**src/rtl/code_lock_fsm_pkg.sv**
```systemverilog
// rtl/code_lock_fsm_pkg.sv - shared state encoding and widths for the code lock
package code_lock_fsm_pkg;

  localparam int CODE_W  = 6;
  localparam int TIMER_W = 8;

  typedef enum logic [1:0] {
    IDLE    = 2'd0,
    CHECK   = 2'd1,
    OPEN    = 2'd2,
    LOCKOUT = 2'd3
  } state_e;

endpackage

```
**src/rtl/code_lock_fsm_if.sv**
```systemverilog
// rtl/code_lock_fsm_if.sv - guess handshake, code/relock controls and lock status bundle
interface code_lock_fsm_if;
  import code_lock_fsm_pkg::*;

  logic [CODE_W-1:0] guess;
  logic              guess_valid;
  logic              guess_ready;
  logic [CODE_W-1:0] new_code;
  logic              code_load;
  logic              relock;
  logic              unlocked;
  logic              alarm;
  logic              match_pulse;
  logic              mismatch_pulse;
  logic [2:0]        fail_count;

  modport master (
    output guess, guess_valid, new_code, code_load, relock,
    input  guess_ready, unlocked, alarm, match_pulse, mismatch_pulse, fail_count
  );

  modport slave (
    input  guess, guess_valid, new_code, code_load, relock,
    output guess_ready, unlocked, alarm, match_pulse, mismatch_pulse, fail_count
  );

endinterface

```
**src/rtl/code_lock_fsm_code_match6.sv**
```systemverilog
// rtl/code_lock_fsm_code_match6.sv - combinational 6-bit equality (per-bit xnor, and-reduce)
module code_match6
  import code_lock_fsm_pkg::*;
(
  input  logic [CODE_W-1:0] a_i,
  input  logic [CODE_W-1:0] b_i,
  output logic              equal_o
);

  assign equal_o = &(a_i ~^ b_i);

endmodule

```
**src/rtl/code_lock_fsm.sv**
```systemverilog
// rtl/code_lock_fsm.sv - combination lock: guess capture, check, timed open and lockout
module code_lock_fsm
  import code_lock_fsm_pkg::*;
#(
  parameter logic [CODE_W-1:0] CODE_RESET     = 6'b101010,
  parameter int                MAX_TRIES      = 3,
  parameter int                UNLOCK_CYCLES  = 8,
  parameter int                LOCKOUT_CYCLES = 16
) (
  input  logic               clk,
  input  logic               rst_n,
  code_lock_fsm_if.slave     bus
);

  localparam logic [TIMER_W-1:0] UNLOCK_LAST  = TIMER_W'(UNLOCK_CYCLES - 1);
  localparam logic [TIMER_W-1:0] LOCKOUT_LAST = TIMER_W'(LOCKOUT_CYCLES - 1);
  localparam logic [2:0]         TRIES_LIMIT  = 3'(MAX_TRIES);

  state_e              state_q;
  logic [CODE_W-1:0]   code_q;
  logic [CODE_W-1:0]   guess_q;
  logic [TIMER_W-1:0]  timer_q;
  logic [2:0]          fail_count_q;
  logic                match_pulse_q;
  logic                mismatch_pulse_q;
  logic                equal;
  logic [2:0]          fail_count_d;

  code_match6 u_match (
    .a_i     (guess_q),
    .b_i     (code_q),
    .equal_o (equal)
  );

  assign fail_count_d = fail_count_q + 3'd1;

  always_ff @(posedge clk) begin
    if (!rst_n) begin
      state_q          <= IDLE;
      code_q           <= CODE_RESET;
      guess_q          <= '0;
      timer_q          <= '0;
      fail_count_q     <= '0;
      match_pulse_q    <= 1'b0;
      mismatch_pulse_q <= 1'b0;
    end else begin
      match_pulse_q    <= 1'b0;
      mismatch_pulse_q <= 1'b0;
      case (state_q)
        IDLE: begin
          if (bus.guess_valid) begin
            guess_q <= bus.guess;
            state_q <= CHECK;
          end
        end
        CHECK: begin
          if (equal) begin
            fail_count_q  <= '0;
            match_pulse_q <= 1'b1;
            timer_q       <= '0;
            state_q       <= OPEN;
          end else begin
            fail_count_q     <= fail_count_d;
            mismatch_pulse_q <= 1'b1;
            if (fail_count_d == TRIES_LIMIT) begin
              timer_q <= '0;
              state_q <= LOCKOUT;
            end else begin
              state_q <= IDLE;
            end
          end
        end
        OPEN: begin
          timer_q <= timer_q + 1'b1;
          if (bus.code_load) begin
            code_q <= bus.new_code;
          end
          // A simultaneous load still commits before the early relock.
          if (bus.relock || timer_q == UNLOCK_LAST) begin
            state_q <= IDLE;
          end
        end
        LOCKOUT: begin
          timer_q <= timer_q + 1'b1;
          if (timer_q == LOCKOUT_LAST) begin
            fail_count_q <= '0;
            state_q      <= IDLE;
          end
        end
      endcase
    end
  end

  assign bus.guess_ready    = (state_q == IDLE);
  assign bus.unlocked       = (state_q == OPEN);
  assign bus.alarm          = (state_q == LOCKOUT);
  assign bus.match_pulse    = match_pulse_q;
  assign bus.mismatch_pulse = mismatch_pulse_q;
  assign bus.fail_count     = fail_count_q;

endmodule

```
**src/flat_wrapper.sv**
```systemverilog
// flat-port wrapper written by rule: the top's interface ports become plain ports
module code_lock_fsm_flat import code_lock_fsm_pkg::*;
#(
  parameter logic [CODE_W-1:0] CODE_RESET     = 6'b101010,
  parameter int                MAX_TRIES      = 3,
  parameter int                UNLOCK_CYCLES  = 8,
  parameter int                LOCKOUT_CYCLES = 16
)
  (clk, rst_n, bus_guess, bus_guess_valid, bus_new_code, bus_code_load, bus_relock, bus_guess_ready, bus_unlocked, bus_alarm, bus_match_pulse, bus_mismatch_pulse, bus_fail_count);
  code_lock_fsm_if bus_i ();
  input  logic clk;
  input  logic rst_n;
  input wire logic [$bits(bus_i.guess)-1:0] bus_guess;
  input wire logic [$bits(bus_i.guess_valid)-1:0] bus_guess_valid;
  input wire logic [$bits(bus_i.new_code)-1:0] bus_new_code;
  input wire logic [$bits(bus_i.code_load)-1:0] bus_code_load;
  input wire logic [$bits(bus_i.relock)-1:0] bus_relock;
  output wire logic [$bits(bus_i.guess_ready)-1:0] bus_guess_ready;
  output wire logic [$bits(bus_i.unlocked)-1:0] bus_unlocked;
  output wire logic [$bits(bus_i.alarm)-1:0] bus_alarm;
  output wire logic [$bits(bus_i.match_pulse)-1:0] bus_match_pulse;
  output wire logic [$bits(bus_i.mismatch_pulse)-1:0] bus_mismatch_pulse;
  output wire logic [$bits(bus_i.fail_count)-1:0] bus_fail_count;
  assign bus_i.guess = bus_guess;
  assign bus_i.guess_valid = bus_guess_valid;
  assign bus_i.new_code = bus_new_code;
  assign bus_i.code_load = bus_code_load;
  assign bus_i.relock = bus_relock;
  assign bus_guess_ready = bus_i.guess_ready;
  assign bus_unlocked = bus_i.unlocked;
  assign bus_alarm = bus_i.alarm;
  assign bus_match_pulse = bus_i.match_pulse;
  assign bus_mismatch_pulse = bus_i.mismatch_pulse;
  assign bus_fail_count = bus_i.fail_count;
  code_lock_fsm #(.CODE_RESET(CODE_RESET), .MAX_TRIES(MAX_TRIES), .UNLOCK_CYCLES(UNLOCK_CYCLES), .LOCKOUT_CYCLES(LOCKOUT_CYCLES)) u_core (.clk(clk), .rst_n(rst_n), .bus(bus_i));
endmodule
```
**config.mk**
```make
export PLATFORM = sky130hd
export DESIGN_NAME = code_lock_fsm_flat
export DESIGN_NICKNAME = d
export VERILOG_FILES = /design/src/rtl/code_lock_fsm_pkg.sv /design/src/rtl/code_lock_fsm_if.sv /design/src/rtl/code_lock_fsm_code_match6.sv /design/src/rtl/code_lock_fsm.sv /design/src/flat_wrapper.sv
export SDC_FILE = /design/constraint.sdc
export NUM_CORES = 1
export LEC_CHECK = 0
export ABC_AREA = 1
export CORE_MARGIN = 2
export CORE_UTILIZATION = 30
export DETAILED_ROUTE_END_ITERATION = 16
export GPL_ROUTABILITY_DRIVEN = 0
export GPL_TIMING_DRIVEN = 0
export REMOVE_ABC_BUFFERS = 1
export SLEW_MARGIN = 30
export SYNTH_ARGS = -nofsm -noshare
export SYNTH_HDL_FRONTEND = slang
export SYNTH_SLANG_ARGS = --single-unit
```
**constraint.sdc**
```tcl
create_clock -name clk -period 1.3 [get_ports clk]
set_clock_uncertainty 0.05 [all_clocks]
set_input_delay 0.26 -clock clk [delete_from_list [all_inputs] [get_ports clk]]
set_output_delay 0.26 -clock clk [all_outputs]
set_load 0.01 [all_outputs]
```
# Yosys cells after proc, flatten, opt, wreduce, memory -nomap -nowiden
# Cells that the tools add are included.
# classes
add_sub_neg	2
eq_ne	10
muxes	14
bitwise_logic	1
reduce_logical	12
# ops
operator	n
$mux 8	2
$pmux 8 s2	1
$mux 2	5
$reduce_and 2->1	5
$add 8x1->8 const B	1
$eq 8x3->1 const B	1
$eq 8x4->1 const B	1
$pmux 2 s4	1
$mux 3	2
$pmux 3 s2	1
$reduce_and 6->1	1
$xnor 6x6->6	1
$eq 2x2->1 const B	2
$ne 2x1->1 const B	2
$reduce_bool 2->1	2
$add 3x1->3 const B	1
$eq 3x2->1 const B	1
$ne 3x1->1 const B	1
$reduce_and 3->1	1
$eq 2x1->1 const B	1
$logic_not 2->1	1
$mux 1	2
$ne 2x2->1 const B	1
$reduce_or 2->1	1
$logic_or 1x1->1	1
# word_totals
register_bits	27
in_bits	17
out_inout_bits	8
elab_cells	46

# Logic depth before layout (Yosys ltp)
# Gate-level depths: netlist of the first run.
# logic_depth
word_depth	5
depth_mapped	9
mapped_depth_nobuf	9

# Hierarchy
# From an unflattened synthesis of the first run, not the netlist that was laid out.
# unflattened
cells_unflattened	199
area_unflattened_um2	1345.0
# modules_own_cells
mod	instances	cells_each	area_each_um2	seq_area_each_um2
code_lock_fsm	1	171	1231.2	540.5
code_match6	1	28	113.9	0.0

# Worst setup path before layout of the first run
# OpenSTA, ideal clock, no wires.
# synth_path
path_type	reg2reg
start	reg u_core.fail_count_q[0], in the netlist u_core.bus.fail_count[0]
end	reg u_core.timer_q[0]
setup_ps	112
t_arrival_ps	1210
required_ps	1138
setup_slack_ps	-72
stages_incl_launch_ff	10
path_buffers	0
synth_period_minus_slack_ps	1372
cell_sequence	dfxtp_1 ha_1 xnor2_1 nand2_1 nand2_1 clkinv_1 nand2_2 nand2_4 o21ai_2 inv_1
# synth_via
elab_chain_len	4
# synth_rtl
element	line_no	source
start: declaration	code_lock_fsm.sv:23	logic [2:0] fail_count_q;
start signal: assignment	code_lock_fsm.sv:63	fail_count_q <= fail_count_d;
$add 3x1->3	code_lock_fsm.sv:35	assign fail_count_d = fail_count_q + 3'd1;
$eq 3x2->1	code_lock_fsm.sv:65	if (fail_count_d == TRIES_LIMIT) begin
$ne 3x1->1 (no line)	--	
$reduce_and 2->1 (no line)	--	
end signal: assignment	code_lock_fsm.sv:74	timer_q <= timer_q + 1'b1;
end signal: assignment	code_lock_fsm.sv:84	timer_q <= timer_q + 1'b1;
end: declaration	code_lock_fsm.sv:22	logic [TIMER_W-1:0] timer_q;
# No other way between the ends.
# A chain may end at the register's enable or synchronous reset.

# Final worst setup path of the first run
# Ends and elaborated chain as after synthesis.

==> flow_summary.json, run 1 <==
{
  "path_common_cell": "nand2_1",
  "netlist_area_um2": 1340,
  "hp-class": "register to register",
  "r2r_cells": 9,
  "crit_type": "register to register",
  "synth_compound_area_share_pct": 16.4,
  "max_freq_mhz": 709,
  "dr.pass1.iters": 4,
  "wire_per_inst_um": 10.8,
  "grt_pass1_vias": 1278,
  "mostFrequentLayoutCells": "nand2_1 (42), inv_1 (25), clkdlybuf4s50_1 (15), buf_4 (14)",
  "whs_ns": 0.424,
  "antenna_found_initial": 0,
  "postSynthAreaPerCell_um2": 6.73,
  "tightest_slew_ns": 0.435,
  "r2r_end": "u_core.timer_q[0]",
  "cts_root_buffer": "clkbuf_8",
  "p_leak_nw": 0.840,
  "synthCells": 199,
  "syn_to_final_growth_pct": 47.8,
  "synth_top_cell_area_share_pct": 40.4,
  "numCtsBuffers": 3,
  "first_iter_violations": 54,
  "placed_cells": 271,
  "worst_slack_ns": -0.110,
  "grt_pass1_wl_mm": 5.34,
  "io_pins": 25,
  "synth_cell_types": 24,
  "critPathMaxStageDelay_ns": 0.36,
  "die_x_um": 70.8,
  "ant_nets": 0,
  "path_cells": "ha_4 > xnor2_2 > nand2_1 > nand2_1 > clkinv_2 > nand2_4 > nand2_8 > o21ai_2 > inv_1",
  "synth_top_family_by_area": "simple AND/OR/NAND/NOR gates",
  "startpoint_type": "register",
  "finalSetupViolations": 14,
  "end_kind": "register",
  "via_count": 1316,
  "start_util_pct": 31.0,
  "rows": 24,
  "hpwl_mm": 2.05,
  "dieHeight_um": 70.8,
  "critPathArrivalTime_ns": 1.53,
  "max_slew_margin_pct": 71.0,
  "crit_start": "u_core.bus.fail_count[0]",
  "hold_buffers": 0,
  "cts_tree": "yes",
  "dieArea_um2": 5010,
  "violations": "negative setup slack",
  "rsz0062_at_grt": "true",
  "grt_max_degree": 18,
  "hold_viol_final": 0,
  "synth-simple-area-share_pct": 28.1,
  "grt_usage_pct": 13.1,
  "core-area_um2": 4320,
  "cellPowerDensity_nw_per_um2": 1610,
  "cap_violations": 0,
  "yosysWarnings": 0,
  "critPathMaxFanout": 8,
  "drc": 0,
  "fill_cells": 478,
  "yosys.area.top_type": "dfxtp_1",
  "final_common_cell": "nand2_1",
  "finalNetCount": 261,
  "grt_remaining_overflow": 0,
  "clk_pin_slew_ns": 0.10,
  "synth_seq_area_share_pct": 40.4,
  "design_area_um2": 1980,
  "synth-xor-area-share_pct": 0.654,
  "drive_gt1_share_pct": 36.3,
  "critical_path.slowest_cell": "dfxtp_2",
  "h-tree-depth": 1,
  "status": "complete, but fails checks",
  "diodes": 0,
  "finalNonFillerCells": 292,
  "timing.final.crit_share_pct": 108,
  "routed_wl_mm": 3.15,
  "numPortBuffers": 24,
  "peakVddDrop_v": 0.000616,
  "r2r_slack_ns": -0.11,
  "synthAdderAreaFrac_pct": 2.80,
  "ctsLongestPathBuffers": 2,
  "fin_crit_ns": 1.41,
  "synth_top_cells_by_area": "dfxtp_1 (40%), nand2_1 (14%), inv_1 (8.4%), a21oi_1 (8.2%), nand3_1 (4.5%)",
  "worstPathRequired_ns": 1.42,
  "vias_per_cell": 4.51,
  "synthMuxAreaShare_pct": 0,
  "finalPower_mw": 3.19,
  "finalMaxSlewViolations": 0,
  "cts.sinks": 27,
  "clock_latency_ns": 0.28,
  "synth_seq_cells": 27,
  "crit_end": "u_core.timer_q[0]",
  "placed_cell_area_um2": 1620,
  "worstReg2RegStart": "u_core.bus.fail_count[0]"
}
[area by class of cell]
class | count | area [um^2] | area share (%)
Multi-Input combinational cell | 133 | 782 | 39.5
Sequential cell | 27 | 567 | 28.7
Timing Repair Buffer | 40 | 365 | 18.5
Inverter | 35 | 143 | 7.21
Tap cell | 52 | 65.1 | 3.29
Clock buffer | 3 | 41.3 | 2.09
Clock inverter | 1 | 7.51 | 0.380
Timing Repair inverter | 1 | 7.51 | 0.380
[sequential cells by signal (all words and copies together) (netlist names)]
signal and count:
u_core.bus.fail_count 3, u_core.bus.match_pulse 1, u_core.bus.mismatch_pulse 1, u_core.code_q 6, u_core.guess_q 6, u_core.state_q 2, u_core.timer_q 8
[power by group]
group          total [mW]  switching, mW  internal, mW
registers            1.14          0.132          1.01
logic                1.56          0.880         0.676
clock network       0.488          0.270         0.218
[how the worst min path moves through the flow]
stage	from	to	slack, ns	cells past startpoint
after floorplan	rst_n	u_core.code_q[1]	0.29	1
after global placement	u_core.timer_q[5]	u_core.timer_q[5]	0.40	2
after detailed placement	u_core.timer_q[7]	u_core.timer_q[7]	0.41	2
after CTS	u_core.timer_q[7]	u_core.timer_q[7]	0.41	2
after global routing	u_core.code_q[2]	u_core.code_q[2]	0.45	2
final	u_core.timer_q[7]	u_core.timer_q[7]	0.42	2
[layer usage]
layer	vias up	track usage, %	routed length, um
li1	709	-	-
met1	589	15.6	1470
met2	16	23.7	1550
met3	2	3.42	98
met4	0	2.52	21
met5	-	0	0
[cells in the mapped netlist (all sizes together)]
| library cell | instances |
|---|---|
| o211ai | 2 |
| buf | 2 |
| nor2 | 19 |
| inv | 34 |
| nand3 | 13 |
| o31ai | 1 |
| clkinv | 1 |
| o21ai | 16 |
| nand4 | 2 |
| nand2 | 52 |
| dfxtp | 27 |
| a21oi | 22 |
| clkbuf | 2 |
| xnor2 | 1 |
| ha | 3 |
| nor3 | 2 |
[per-stage QoR]
step | TNS, ns | worst slack, ns | util [%]
after global placement | -10.39 | -0.640 | 37.5
after global routing | -2.30 | -0.224 | 45.7
after CTS | -0.510 | -0.0793 | 43.3
final | -0.798 | -0.110 | 45.7
after detailed placement | -10.25 | -0.636 | 37.5
after floorplan | -0.425 | -0.0739 | -
[critical path, delay by kind of cell (launching register included)]
| family | cells | cell delay, ns |
|---|---|---|
| simple gates | 4 | 0.37 |
| flops | 1 | 0.36 |
| fa+ha+maj | 1 | 0.16 |
| xor+xnor | 1 | 0.14 |
| buf+inv | 2 | 0.12 |
| compound gates | 1 | 0.11 |
[cells by family after synthesis]
group / Yosys count
buffers and inverters: 39
XOR/XNOR: 1
AO/OA/AOI/OAI: 41
flip-flops: 27
AND/OR/NAND/NOR: 88
adder cells (fa/ha/maj): 3
[what timing repair did]
| item | in CTS | in global routing |
|---|---|---|
| pin swaps | 9 | 8 |
| gates resized for setup | 68 | 27 |
| gates cloned | 1 | 0 |
| setup buffers | 8 | 8 |
| endpoints found under the setup margin | 34 | 30 |
Power figures use the tool's default switching activity.
==> inputs of run 2 (changes only) <==
SYNTH_HIERARCHICAL = 1   (was default)
==> flow_summary.json, run 2 <==
{
  "r2r_cells": 8,
  "fin_crit_ns": 1.36,
  "crit_type": "register to register",
  "finalNetCount": 255,
  "synth_commonest_cells": "nand2_1 (47), nor2_1 (31), dfxtp_1 (27), inv_1 (27), nand3_1 (15)",
  "dieHeight_um": 71.0,
  "clock_latency_ns": 0.28,
  "hp-start": "u_core/bus.fail_count[0]",
  "die_x_um": 71.0,
  "synthCells": 199,
  "startpoint_type": "register",
  "timing.final.crit_share_pct": 104,
  "diodes": 0,
  "place_ws_ns": -0.639,
  "rsz0062_at_grt": "true",
  "netlist_area_um2": 1350,
  "grt_max_degree": 17,
  "max_slew_margin_pct": 69.8,
  "drc": 0,
  "cts_root_buffer": "clkbuf_8",
  "hold_depth": 1,
  "grt_remaining_overflow": 0,
  "yosys.area.top_type": "dfxtp_1",
  "final_common_cell": "nand2_1",
  "synth_top_cells_by_area": "dfxtp_1 (40%), nand2_1 (13%), nor2_1 (8.7%), inv_1 (7.5%), nand3_1 (5.6%)",
  "path_buf_inv": 2,
  "routed_wl_mm": 3.35,
  "grt_pass1_vias": 1229,
  "hpwl_mm": 2.21,
  "path_common_cell": "nor2_4",
  "fin_tns_setup_ns": -0.444,
  "grt_pass1_wl_mm": 5.57,
  "path_delay_family": "simple AND/OR/NAND/NOR gates",
  "rows": 24,
  "synth_cell_types": 22,
  "cap_violations": 0,
  "numCtsBuffers": 3,
  "finalNonFillerCells": 286,
  "worst_slack_ns": -0.0582,
  "grt_usage_pct": 13.7,
  "peakVddDrop_v": 0.000641,
  "finalPower_mw": 1.78,
  "cts_tree": "yes",
  "dr.pass1.iters": 4,
  "postSynthAreaPerCell_um2": 6.76,
  "clk_pin_slew_ns": 0.10,
  "synthArstFlopShare_pct": 0,
  "worstPathRequired_ns": 1.44,
  "yosysWarnings": 6,
  "regMostFlops": "u_core/timer_q",
  "synth-edff-count": 0,
  "reg_top3": "u_core/timer_q (8), u_core/code_q (6), u_core/guess_q (6)",
  "dieArea_um2": 5040,
  "min_to": "u_core/bus.fail_count[0]",
  "first_iter_violations": 52,
  "whs_ns": 0.411,
  "design_area_um2": 1950,
  "r2r_slack_ns": -0.06,
  "synth_top_cell_area_share_pct": 40.2,
  "hold_viol_final": 0,
  "synth_seq_cells": 27,
  "fin_util_pct": 45.2,
  "ant_nets": 0,
  "start_util_pct": 31.1,
  "ctsLongestPathBuffers": 2,
  "yosysMostFrequentCell": "nand2_1",
  "hp-class": "register to register",
  "h-tree-depth": 1,
  "core-area_um2": 4320,
  "max_freq_mhz": 736,
  "finalMaxSlewViolations": 0,
  "placed_cells": 272,
  "worstReg2RegStart": "u_core/guess_q[4]",
  "drive_gt1_share_pct": 32.5,
  "r2r_end": "u_core/bus.fail_count[1]",
  "syn_to_final_growth_pct": 45.3,
  "synthFlopType": "dfxtp_1",
  "tightest_slew_ns": 0.452,
  "wire_per_inst_um": 11.7,
  "p_leak_nw": 0.866,
  "end_kind": "register",
  "vias_per_cell": 4.57,
  "cellPowerDensity_nw_per_um2": 912,
  "critPathMaxFanout": 2,
  "critPathMaxStageDelay_ns": 0.34,
  "io_pins": 25,
  "critPathArrivalTime_ns": 1.50,
  "status": "complete, but fails checks",
  "placed_cell_area_um2": 1630,
  "synth_seq_area_share_pct": 40.2,
  "antenna_found_initial": 0,
  "path_cells": "inv_2 > or2_0 > nand3_2 > nor2_4 > nor2_4 > nand2_2 > buf_6 > o32ai_2",
  "critical_path.slowest_cell": "dfxtp_2",
  "mostFrequentLayoutCells": "nand2_1 (39), nor2_1 (24), inv_1 (18), clkdlybuf4s50_1 (15), dfxtp_1 (13)",
  "cts.sinks": 27,
  "via_count": 1307,
  "largest_reg_flops": 8,
  "numPortBuffers": 24,
  "finalSetupViolations": 14,
  "violations": "negative setup slack"
}
run 2: cell types whose count changed after synthesis, sizes merged, moves of 3 or more:
| cell | before | now |
|---|---|---|
| a21oi | 22 | 11 |
| nor2 | 19 | 34 |
| or2 | 0 | 3 |
| nand4 | 2 | 7 |
| inv | 34 | 28 |
| nand3 | 13 | 16 |
| o21ai | 16 | 12 |
run 2: worst max-delay path by stage:
stage	start	endpoint	slack, ns	depth (start not counted)
final	u_core/guess_q[4]	u_core/bus.fail_count[1]	-0.06	8
after global routing	u_core/code_q[5]	u_core/bus.fail_count[0]	-0.16	8
after CTS	u_core/state_q[1]	bus_unlocked	-0.19	4
after detailed placement	rst_n	u_core/bus.fail_count[1]	-0.64	3
after global placement	rst_n	u_core/bus.fail_count[1]	-0.63	3
after floorplan	u_core/state_q[1]	u_core/state_q[0]	0.02	7
run 2: final cells by class:
class / instances / area [um^2]
Clock inverter: 1 / 7.51
Clock buffer: 3 / 41.3
Timing Repair Buffer: 34 / 333
Multi-Input combinational cell: 141 / 826
Sequential cell: 27 / 568
Fill cell: 459 / 2370
Tap cell: 52 / 65.1
Inverter: 28 / 114
run 2: what timing repair did:
item	CTS	global route
hold buffers	0	0
setup buffers	4	6
pin swaps	13	26
endpoints found under the setup margin	35	24
resized for setup	48	46
run 2: power breakdown:
| part | switching, mW | total [mW] | internal (mW) |
|---|---|---|---|
| Combinational | 0.192 | 0.377 | 0.185 |
| Sequential | 0.0391 | 0.909 | 0.870 |
| Clock | 0.278 | 0.496 | 0.218 |
| Total | 0.509 | 1.78 | 1.27 |
run 2: cells by family after synthesis:
kind of cell | share of synthesized area [%]
AOI/OAI and AO/OA | 10.6
xor gates and xnor gates | 1.30
adders and majority gates | 2.79
buffers and inverters | 9.21
DFF | 40.2
and+or+nand+nor | 35.9
run 2: per-layer routing:
metal | up-vias | part of all wire, % | GRT usage (%)
met1 | 580 | 47 | 17.5
li1 | 704 | - | -
met4 | 0 | 0 | 2.10
met5 | - | 0 | 0
met3 | 0 | 4.6 | 4.42
met2 | 23 | 48 | 23.3
==> inputs of run 3 (changes only) <==
CORE_UTILIZATION = 34   (was 30)
==> flow_summary.json, run 3 (synthesized netlist as in run 2, its figures left out) <==
{
  "regMostFlops": "u_core/timer_q",
  "dieHeight_um": 66.9,
  "crit_type": "register to register",
  "mostFrequentLayoutCells": "nand2_1 (42), nor2_1 (24), inv_1 (21), clkdlybuf4s50_1 (15)",
  "antenna_found_initial": 0,
  "numCtsBuffers": 3,
  "finalMaxSlewViolations": 0,
  "numPortBuffers": 24,
  "cts_tree": "yes",
  "diodes": 0,
  "rsz0062_at_grt": "true",
  "vias_per_cell": 4.66,
  "grt_remaining_overflow": 0,
  "start_util_pct": 35.9,
  "io_pins": 25,
  "grt_pass1_vias": 1174,
  "drive_gt1_share_pct": 27.5,
  "status": "complete, but fails checks",
  "r2r_end": "u_core/state_q[0]",
  "ant_nets": 0,
  "finalNonFillerCells": 277,
  "first_iter_violations": 57,
  "place_ws_ns": -0.651,
  "via_count": 1292,
  "cts.sinks": 27,
  "finalNetCount": 250,
  "worstPathRequired_ns": 1.42,
  "rows": 22,
  "cellPowerDensity_nw_per_um2": 924,
  "fin_crit_ns": 1.36,
  "core-area_um2": 3740,
  "layout.area.seq_um2": 567,
  "critPathArrivalTime_ns": 1.49,
  "h-tree-depth": 1,
  "peakVddDrop_v": 0.000400,
  "startpoint_type": "register",
  "dr.pass1.iters": 4,
  "largest_reg_flops": 8,
  "critPathMaxFanout": 3,
  "worstReg2RegStart": "u_core/code_q[3]",
  "die_x_um": 66.9,
  "wire_per_inst_um": 11.6,
  "finalSetupViolations": 13,
  "hold_depth": 1,
  "reg_top3": "u_core/timer_q (8), u_core/code_q (6), u_core/guess_q (6)",
  "multi_input_area_um2": 800,
  "hp-class": "register to register",
  "violations": "negative setup slack",
  "grt_max_degree": 17,
  "fin_tns_setup_ns": -0.432,
  "dieArea_um2": 4470,
  "cts_root_buffer": "clkbuf_8",
  "clock_latency_ns": 0.27,
  "hpwl_mm": 2.15,
  "timing.final.crit_share_pct": 105,
  "clk_pin_slew_ns": 0.10,
  "r2r_slack_ns": -0.06,
  "cap_violations": 0,
  "max_freq_mhz": 733,
  "fill_cells": 402,
  "end_kind": "register",
  "placed_cell_area_um2": 1630,
  "final_common_cell": "nand2_1",
  "design_area_um2": 1870,
  "drc": 0,
  "hp-start": "u_core/timer_q[0]",
  "r2r_cells": 11,
  "worst_slack_ns": -0.0634,
  "routed_wl_mm": 3.20,
  "syn_to_final_growth_pct": 38.8,
  "placed_cells": 268,
  "grt_usage_pct": 15.1,
  "p_leak_nw": 0.832,
  "tightest_slew_ns": 0.450,
  "max_slew_margin_pct": 70.0,
  "hold_viol_final": 0,
  "finalPower_mw": 1.73,
  "grt_pass1_wl_mm": 5.16,
  "min_to": "u_core/timer_q[0]",
  "ctsLongestPathBuffers": 2
}
-- run 3: cell type report --
cell class	instances	area share [%]
repair buffers	29	15.1
inverters	28	5.90
clock buffers	3	2.21
flip-flops and latches	27	30.4
clock inverters	1	0.402
multi-input cells	141	42.8
well taps	48	3.22
-- run 3: layer usage --
metal	wire, um	track usage (%)	up-vias	share of wire [%]
met4	27	5.36	0	0.84
met5	0	0	-	0
met3	143	2.70	2	4.5
met2	1480	25.3	20	46
li1	-	-	693	-
met1	1550	19.5	577	48
-- run 3: where the power goes --
group	switching [mW]	leakage (nW)	internal (mW)
logic	0.181	0.586	0.159
registers	0.0349	0.225	0.870
clock network	0.263	0.0217	0.217
-- run 3: worst max path at each step --
| stage | startpoint | slack (ns) | endpoint |
|---|---|---|---|
| floorplan | u_core/state_q[1] | 0.02 | u_core/state_q[0] |
| global placement | rst_n | -0.64 | u_core/bus.fail_count[1] |
| detailed placement | rst_n | -0.65 | u_core/bus.fail_count[1] |
| CTS | u_core/code_q[3] | -0.09 | u_core/bus.fail_count[0] |
| global route | u_core/code_q[0] | -0.18 | u_core/state_q[0] |
| finish | u_core/code_q[3] | -0.06 | u_core/state_q[0] |
-- run 3: through the flow --
stage | util, % | hold slack [ns]
floorplan | - | 0.294
global placement | 43.4 | 0.415
detailed placement | 43.4 | 0.424
CTS | 48.5 | 0.429
global route | 49.9 | 0.440
finish | 49.9 | 0.419
-- run 3: what timing repair did --
action,CTS,global route
setup endpoints to repair,35,23
pin swaps,18,9
hold buffers,0,0
gates resized for setup,64,18
setup buffers,5,0
-- run 3: critical path, cell delays in order, from the launching register on --
cell	delay [ns]
dfxtp_2	0.36
inv_2	0.03
nand2_1	0.05
nand2_1	0.05
nor2_1	0.12
nand2_1	0.10
nor2_4	0.16
nor2_4	0.07
nand3_2	0.06
nand2_1	0.05
o21bai_1	0.12
nor2_1	0.05
